==> config.mk <==
export PLATFORM = sky130hd
export DESIGN_NAME = baccarat_round_ctrl
export DESIGN_NICKNAME = d
export VERILOG_FILES = /design/src/rtl/baccarat_pkg.sv /design/src/rtl/baccarat_tally.sv /design/src/rtl/baccarat_round_ctrl.sv
export SDC_FILE = /design/constraint.sdc
export NUM_CORES = 1
export LEC_CHECK = 0
export CAP_MARGIN = 15
export CORE_UTILIZATION = 53
export CTS_CLUSTER_SIZE = 28
export DETAILED_ROUTE_END_ITERATION = 7
export GPL_ROUTABILITY_DRIVEN = 1
export PLACE_DENSITY = 0.95
export SYNTH_ARGS = -nofsm -noshare
export SYNTH_HDL_FRONTEND = slang
export SYNTH_HIERARCHICAL = 1
export SYNTH_SLANG_ARGS = --single-unit
==> constraint.sdc <==
create_clock -name slow_clock -period 3.56 [get_ports slow_clock]
set_input_delay 0.712 -clock slow_clock [delete_from_list [all_inputs] [get_ports slow_clock]]
set_output_delay 0.712 -clock slow_clock [all_outputs]
set_load 0.02 [all_outputs]
==> src/rtl/baccarat_pkg.sv <==
// Shared types and card-rule helpers for the baccarat round controller.
package baccarat_pkg;

  localparam int CARD_W = 4;

  typedef enum logic [3:0] {
    S_IDLE,
    S_P1,
    S_D1,
    S_P2,
    S_D2,
    S_CHECK,
    S_P3,
    S_BANK,
    S_D3,
    S_RESULT
  } state_t;

  typedef struct packed {
    logic player;
    logic dealer;
    logic tie;
  } outcome_t;

  function automatic logic is_natural(input logic [CARD_W-1:0] score);
    return score >= 4'd8;
  endfunction

  // Banker third-card tableau, keyed on banker score and the player's third card.
  function automatic logic dealer_draws(input logic [CARD_W-1:0] dscore,
                                        input logic [CARD_W-1:0] pcard3);
    logic draw;
    case (dscore)
      4'd0, 4'd1, 4'd2: draw = 1'b1;
      4'd3:             draw = (pcard3 != 4'd8);
      4'd4:             draw = (pcard3 >= 4'd2) && (pcard3 <= 4'd7);
      4'd5:             draw = (pcard3 >= 4'd4) && (pcard3 <= 4'd7);
      4'd6:             draw = (pcard3 >= 4'd6) && (pcard3 <= 4'd7);
      default:          draw = 1'b0;
    endcase
    return draw;
  endfunction

endpackage

==> src/rtl/baccarat_tally.sv <==
// Three saturating outcome counters; a clear in the same cycle as an increment wins.
module baccarat_tally
  import baccarat_pkg::*;
#(
  parameter int CNT_W = 8
) (
  input  logic             clk,
  input  logic             rst_n,
  input  logic             clear,
  input  outcome_t         inc,
  output logic [CNT_W-1:0] player_wins,
  output logic [CNT_W-1:0] dealer_wins,
  output logic [CNT_W-1:0] ties
);

  function automatic logic [CNT_W-1:0] sat_inc(input logic [CNT_W-1:0] v);
    return (&v) ? v : v + 1'b1;
  endfunction

  always_ff @(posedge clk or negedge rst_n) begin
    if (!rst_n) begin
      player_wins <= '0;
      dealer_wins <= '0;
      ties        <= '0;
    end else if (clear) begin
      player_wins <= '0;
      dealer_wins <= '0;
      ties        <= '0;
    end else begin
      if (inc.player) player_wins <= sat_inc(player_wins);
      if (inc.dealer) dealer_wins <= sat_inc(dealer_wins);
      if (inc.tie)    ties        <= sat_inc(ties);
    end
  end

endmodule

==> src/rtl/baccarat_round_ctrl.sv <==
// Baccarat round sequencer: deals the cards, applies the third-card rules,
// registers the win lights and keeps saturating outcome tallies.
module baccarat_round_ctrl
  import baccarat_pkg::*;
#(
  parameter int CNT_W       = 8,
  parameter bit AUTO_START  = 1'b0,
  parameter int HOLD_CYCLES = 4
) (
  input  logic              slow_clock,
  input  logic              resetb,
  input  logic              start,
  input  logic              clear_stats,
  input  logic [CARD_W-1:0] pscore,
  input  logic [CARD_W-1:0] dscore,
  input  logic [CARD_W-1:0] pcard3,
  output logic              load_pcard1,
  output logic              load_pcard2,
  output logic              load_pcard3,
  output logic              load_dcard1,
  output logic              load_dcard2,
  output logic              load_dcard3,
  output logic              player_win_light,
  output logic              dealer_win_light,
  output logic              busy,
  output logic              done,
  output logic [CNT_W-1:0]  player_wins,
  output logic [CNT_W-1:0]  dealer_wins,
  output logic [CNT_W-1:0]  ties
);

  localparam int HOLD_W = (HOLD_CYCLES > 1) ? $clog2(HOLD_CYCLES) : 1;

  state_t            state;
  state_t            nxt;
  logic [HOLD_W-1:0] hold_cnt;
  logic              hold_done;
  logic              entering_result;
  outcome_t          outcome;
  outcome_t          inc;

  assign hold_done = (hold_cnt == HOLD_W'(HOLD_CYCLES - 1));

  always_comb begin
    nxt = state;
    case (state)
      S_IDLE:  if (start) nxt = S_P1;
      S_P1:    nxt = S_D1;
      S_D1:    nxt = S_P2;
      S_P2:    nxt = S_D2;
      S_D2:    nxt = S_CHECK;
      S_CHECK: begin
        if (is_natural(pscore) || is_natural(dscore)) nxt = S_RESULT;
        else if (pscore <= 4'd5)                      nxt = S_P3;
        else if (dscore <= 4'd5)                      nxt = S_D3;
        else                                          nxt = S_RESULT;
      end
      S_P3:    nxt = S_BANK;
      S_BANK:  nxt = dealer_draws(dscore, pcard3) ? S_D3 : S_RESULT;
      S_D3:    nxt = S_RESULT;
      S_RESULT: begin
        if (AUTO_START) begin
          if (hold_done) nxt = S_P1;
        end else if (start) begin
          nxt = S_P1;
        end
      end
      default: nxt = S_IDLE;
    endcase
  end

  // Outcome is judged from the scores present on the edge that enters RESULT.
  assign entering_result = (nxt == S_RESULT) && (state != S_RESULT);
  assign outcome.player  = (pscore > dscore);
  assign outcome.dealer  = (dscore > pscore);
  assign outcome.tie     = (pscore == dscore);
  assign inc             = entering_result ? outcome : '0;

  always_ff @(posedge slow_clock or negedge resetb) begin
    if (!resetb) begin
      state            <= S_IDLE;
      hold_cnt         <= '0;
      load_pcard1      <= 1'b0;
      load_pcard2      <= 1'b0;
      load_pcard3      <= 1'b0;
      load_dcard1      <= 1'b0;
      load_dcard2      <= 1'b0;
      load_dcard3      <= 1'b0;
      player_win_light <= 1'b0;
      dealer_win_light <= 1'b0;
      busy             <= 1'b0;
      done             <= 1'b0;
    end else begin
      state       <= nxt;
      load_pcard1 <= (nxt == S_P1);
      load_dcard1 <= (nxt == S_D1);
      load_pcard2 <= (nxt == S_P2);
      load_dcard2 <= (nxt == S_D2);
      load_pcard3 <= (nxt == S_P3);
      load_dcard3 <= (nxt == S_D3);
      busy        <= (nxt != S_IDLE) && (nxt != S_RESULT);
      done        <= (nxt == S_RESULT);

      if (entering_result) begin
        player_win_light <= outcome.player | outcome.tie;
        dealer_win_light <= outcome.dealer | outcome.tie;
      end else if (nxt == S_P1) begin
        player_win_light <= 1'b0;
        dealer_win_light <= 1'b0;
      end

      // Counts the cycles already spent in RESULT; restarts on every entry.
      if (state != S_RESULT)  hold_cnt <= '0;
      else if (!hold_done)    hold_cnt <= hold_cnt + 1'b1;
    end
  end

  baccarat_tally #(
    .CNT_W(CNT_W)
  ) u_tally (
    .clk        (slow_clock),
    .rst_n      (resetb),
    .clear      (clear_stats),
    .inc        (inc),
    .player_wins(player_wins),
    .dealer_wins(dealer_wins),
    .ties       (ties)
  );

endmodule

* Word level (Yosys, flattened, before mapping) *
Index checks and enable logic that the tools add are counted.

operators by class
  $add $sub $neg = 3
  multipliers = 0
  divide/modulo/power cells = 0
  order comparisons = 10
  equal/unequal tests = 29
  shifts and indexed selects = 0
  muxes and demuxes = 21
  bitwise operators = 2
  reduce and logical (&&, ||, !) cells = 21

operators by type and width
  cell                   count
  $mux W8                9
  $eq A4 B3 Y1 const B   9
  $pmux W4 S9            1
  $add A8 B1 Y8 const B  3
  $eq A4 B2 Y1 const B   6
  $reduce_and A8 Y1      3
  $eq A4 B4 Y1 const B   4
  $eq A4 B1 Y1 const B   3
  $le A4 B3 Y1 const B   3
  $mux W4                3
  $ne A4 B4 Y1 const B   3
  $ge A4 B3 Y1 const B   2
  $ge A4 B4 Y1 const B   2
  $gt A4 B4 Y1           2
  $logic_not A4 Y1       2
  $reduce_bool A2 Y1     4
  $mux W1                6
  $ne A2 B2 Y1 const B   3
  $reduce_and A2 Y1      3
  $logic_and A1 B1 Y1    5
  $pmux W1 S5            1
  $eq A4 B4 Y1           1
  $ge A4 B2 Y1 const B   1
  $reduce_bool A4 Y1     1
  other kinds (5)        6

word-level totals
  flip-flop bits (word level) = 38
  latch bits = 0
  RAM bits = 0
  memory bits (read-only) = 0
  bits of input ports = 16
  output and inout bits = 34
  word-level logic and storage cells = 100
  memories = 0

* Depth between registers and ports, before layout *
  word-level depth = 11
  mapped depth = 11
  depth with buffers taken out = 11

* Hierarchy *
The synthesis kept the hierarchy.

modules (own cells, without submodules)
  module               times used  cells each  area each (µm²)  sequential area each (µm²)
  baccarat_tally       1           132         1,258.7          600.6
  baccarat_round_ctrl  1           86          859.6            350.3

* Worst setup path after synthesis *
No wires, ideal clock.

  path kind = input port to flip-flop
  start = in pcard3[2]
  end = reg u_tally.dealer_wins[6]
  library setup time = 132 ps
  arrival time = 2,603 ps
  data required time = 3,428 ps
  path slack = 825 ps
  stages = 9
  path buffers = 0
  cell sequence = nor4b_2 > a31oi_1 > a2111oi_4 > o221ai_2 > nor2_1 > nand3_1 > or4b_1 > o21ai_0 > nor2_1

RTL lines
  what                  line                       RTL
  from (decl)           baccarat_round_ctrl.sv:16  input logic [CARD_W-1:0] pcard3,
  to (signal assigned)  baccarat_tally.sv:31       if (inc.dealer) dealer_wins <= sat_inc(dealer_wins);
  to (decl)             baccarat_tally.sv:12       output logic [CNT_W-1:0] dealer_wins,

==> qor.csv <==
metric,value,unit
status,completed,
p_per_area,497,nW/um2
ys_seq_area_frac,0.449,
core,3740,um2
crit_chain,"clkdlybuf4s50_1, nor4b_2, a31oi_1, a2111oi_4, o221ai_2, nor2_1, nand3_1, or4b_1, o21ai_0, nor2_1",
worst_pin_slew,871,ps
finalCritPeriodShare,0.934,
synth.avg_cell_area,9.72,um2
diodes,0,
grt_pass1_vias,1704,
min_path_type,flop to flop,
dp_cells,311,
synth_top_area_frac,0.449,
path_buf_inv,1,
antenna_found_initial,0,
yosysTopAreaCell,dfrtp_1,
required,3710,ps
p_leak,1.17,nW
drc_errors,0,
die-width,65.2,um
yosys-top-cells-area,"dfrtp_1, nor2_1, ha_1, a21oi_1, nand3_1",
yosysWarnings,6,
clock_path_buffers,2,
maxCapViolations,0,
slew_violations,0,
path_max_fanout,5,
endpoint_kind,flop,
pre_cts_slack,32.7,ps
syn2layout_area_growth,28.8,%
ys_ff_latch,38,
setup_tns,0,ps
num_rows,22,
cpLargestDelayFamily,simple AND/OR/NAND/NOR gates,
synthDistinctLibCells,58,
final_cells,319,
peakVddDrop,0.472,mV
cts.htree.levels,2,
syn_nets,241,
crit_slowest_cell,or4b_1,
rsz0062_at_grt,no,
portBuffers,49,
ys_top_cells_by_count,"dfrtp_1, nor2_1, nand2_1, a21oi_1, nand3_1",
setup_violations,0,
worst_path_most_repeated_cell,nor2_1,
synthFlopType,dfrtp_1,
max_stage_delay,500,ps
startpoint_type,input pin,
timing.final.crit_period,3320,ps
netlist_area,2120,um2
fin_area,2730,um2
insertion_delay,300,ps
synth_edf_count,0,
vias,1905,
vias_per_cell,5.97,
fin_ws,236,ps
hpwl,3.47,mm
cts_resized,0,
ios,50,
async_reset_ff_frac,1.00,
drtAntennaViolNets,0,
dr.first_iter.drc_count,233,
fmax,301,MHz
clk_pin_slew_worst_paths,70,ps
cts_tree,built,
placed_area,2640,um2
fillers,280,
cts_sinks,38,
synth_cells,218,
slew_headroom,0.418,
grt_max_degree,39,
track_usage,0.249,
die-area,4250,um2
cts_setup_buffers,0,
dr.pass1.iters,4,
wirelength,4.77,mm
die_h,65.2,um
arrival,3470,ps
grt_pass1_wl,7.92,mm
skew,3.83,ps
overflow,0,
final_hold_viol_count,0,
cts-root-buf,clkbuf_8,
drive_above_1_share,0.0812,
crit_type,input pin to flop,
final_util,0.729,
yosysMostFrequentCell,dfrtp_1,
nNetsFinal,293,
numCtsBuffers,5,
gp_congestion,0.900,
routedWlPerCell,14.9,um
start_util,0.566,
holdBufCountCts,0,
-- layout by cell type, fill, tap and decap left out, drive strengths merged, types with 5 or more instances in the layout --
cell and instances:
ha 7, o21ai 10, dfrtp 38, a31oi 7, nor3 8, nand4 6, nand2 16, and4 5
xor2 5, a21oi 14, nand3 13, nor2 25, clkdlybuf4s50 48, clkbuf 7, inv 10
-- final timing paths --
path                                              startpoint                                  to  slack (ps)  depth (start not counted)
worst max register to register            state[1]$_DFF_PN0_  u_tally/dealer_wins[6]$_DFFE_PN0P_         810                          9
min in group asynchronous                             resetb  u_tally/player_wins[4]$_DFFE_PN0P_         510                          1
max in group asynchronous                             resetb         u_tally/ties[4]$_DFFE_PN0P_        2530                          1
worst max-delay path                               pcard3[2]  u_tally/dealer_wins[6]$_DFFE_PN0P_         240                         10
worst min register to register  player_win_light$_DFFE_PN0P_        player_win_light$_DFFE_PN0P_         500                          1
worst min-delay path            player_win_light$_DFFE_PN0P_        player_win_light$_DFFE_PN0P_         500                          1
-- kinds of logic (layout without fill, tap and decap cells) --
group	Yosys count	count (layout)	synth area share
AND/OR/NAND/NOR	97	97	0.256
XOR/XNOR	6	6	0.0248
buffers and inverters	15	68	0.0337
flip-flops	38	38	0.449
multiplexers	3	3	0.0142
AO/OA/AOI/OAI	52	52	0.181
adder cells (fa/ha/maj)	7	7	0.0413
-- power by group --
group | switching, mW | leakage, nW | total (mW) | internal, mW
Sequential | 0.0776 | 0.517 | 0.573 | 0.495
Clock | 0.153 | 0.0482 | 0.309 | 0.156
Combinational | 0.265 | 0.601 | 0.473 | 0.209
-- per-layer routing --
metal,part of all wire,global-route usage
met1,0.43,0.304
met2,0.50,0.407
met3,0.043,0.0573
met4,0.029,0.128
met5,0,0
-- registers in the layout, summed over array words and instances, names as in the netlist --
name                 flops
busy                     1
dealer_win_light         1
done                     1
load_dcard1              1
load_dcard2              1
load_dcard3              1
load_pcard1              1
load_pcard2              1
load_pcard3              1
player_win_light         1
state                    4
u_tally/dealer_wins      8
u_tally/player_wins      8
u_tally/ties             8
-- stage by stage --
step	power [mW]	hold WS [ps]
2_1_floorplan	0.894	416
4_1_cts	1.36	501
5_1_grt	1.42	516
3_5_place_dp	1.05	478
3_3_place_gp	1.03	473
6_report	1.36	496
-- final cells by class --
class,instances,area [um2],share of cell area
clock buffer,7,86.3,0.0316
clock inverter,1,5.00,0.00183
inverter,10,37.5,0.0138
multi-input combinational,165,1100,0.402
sequential,38,951,0.348
tap,48,60.1,0.0220
timing repair buffer,50,493,0.181
(Power assumes the default switching activity.)
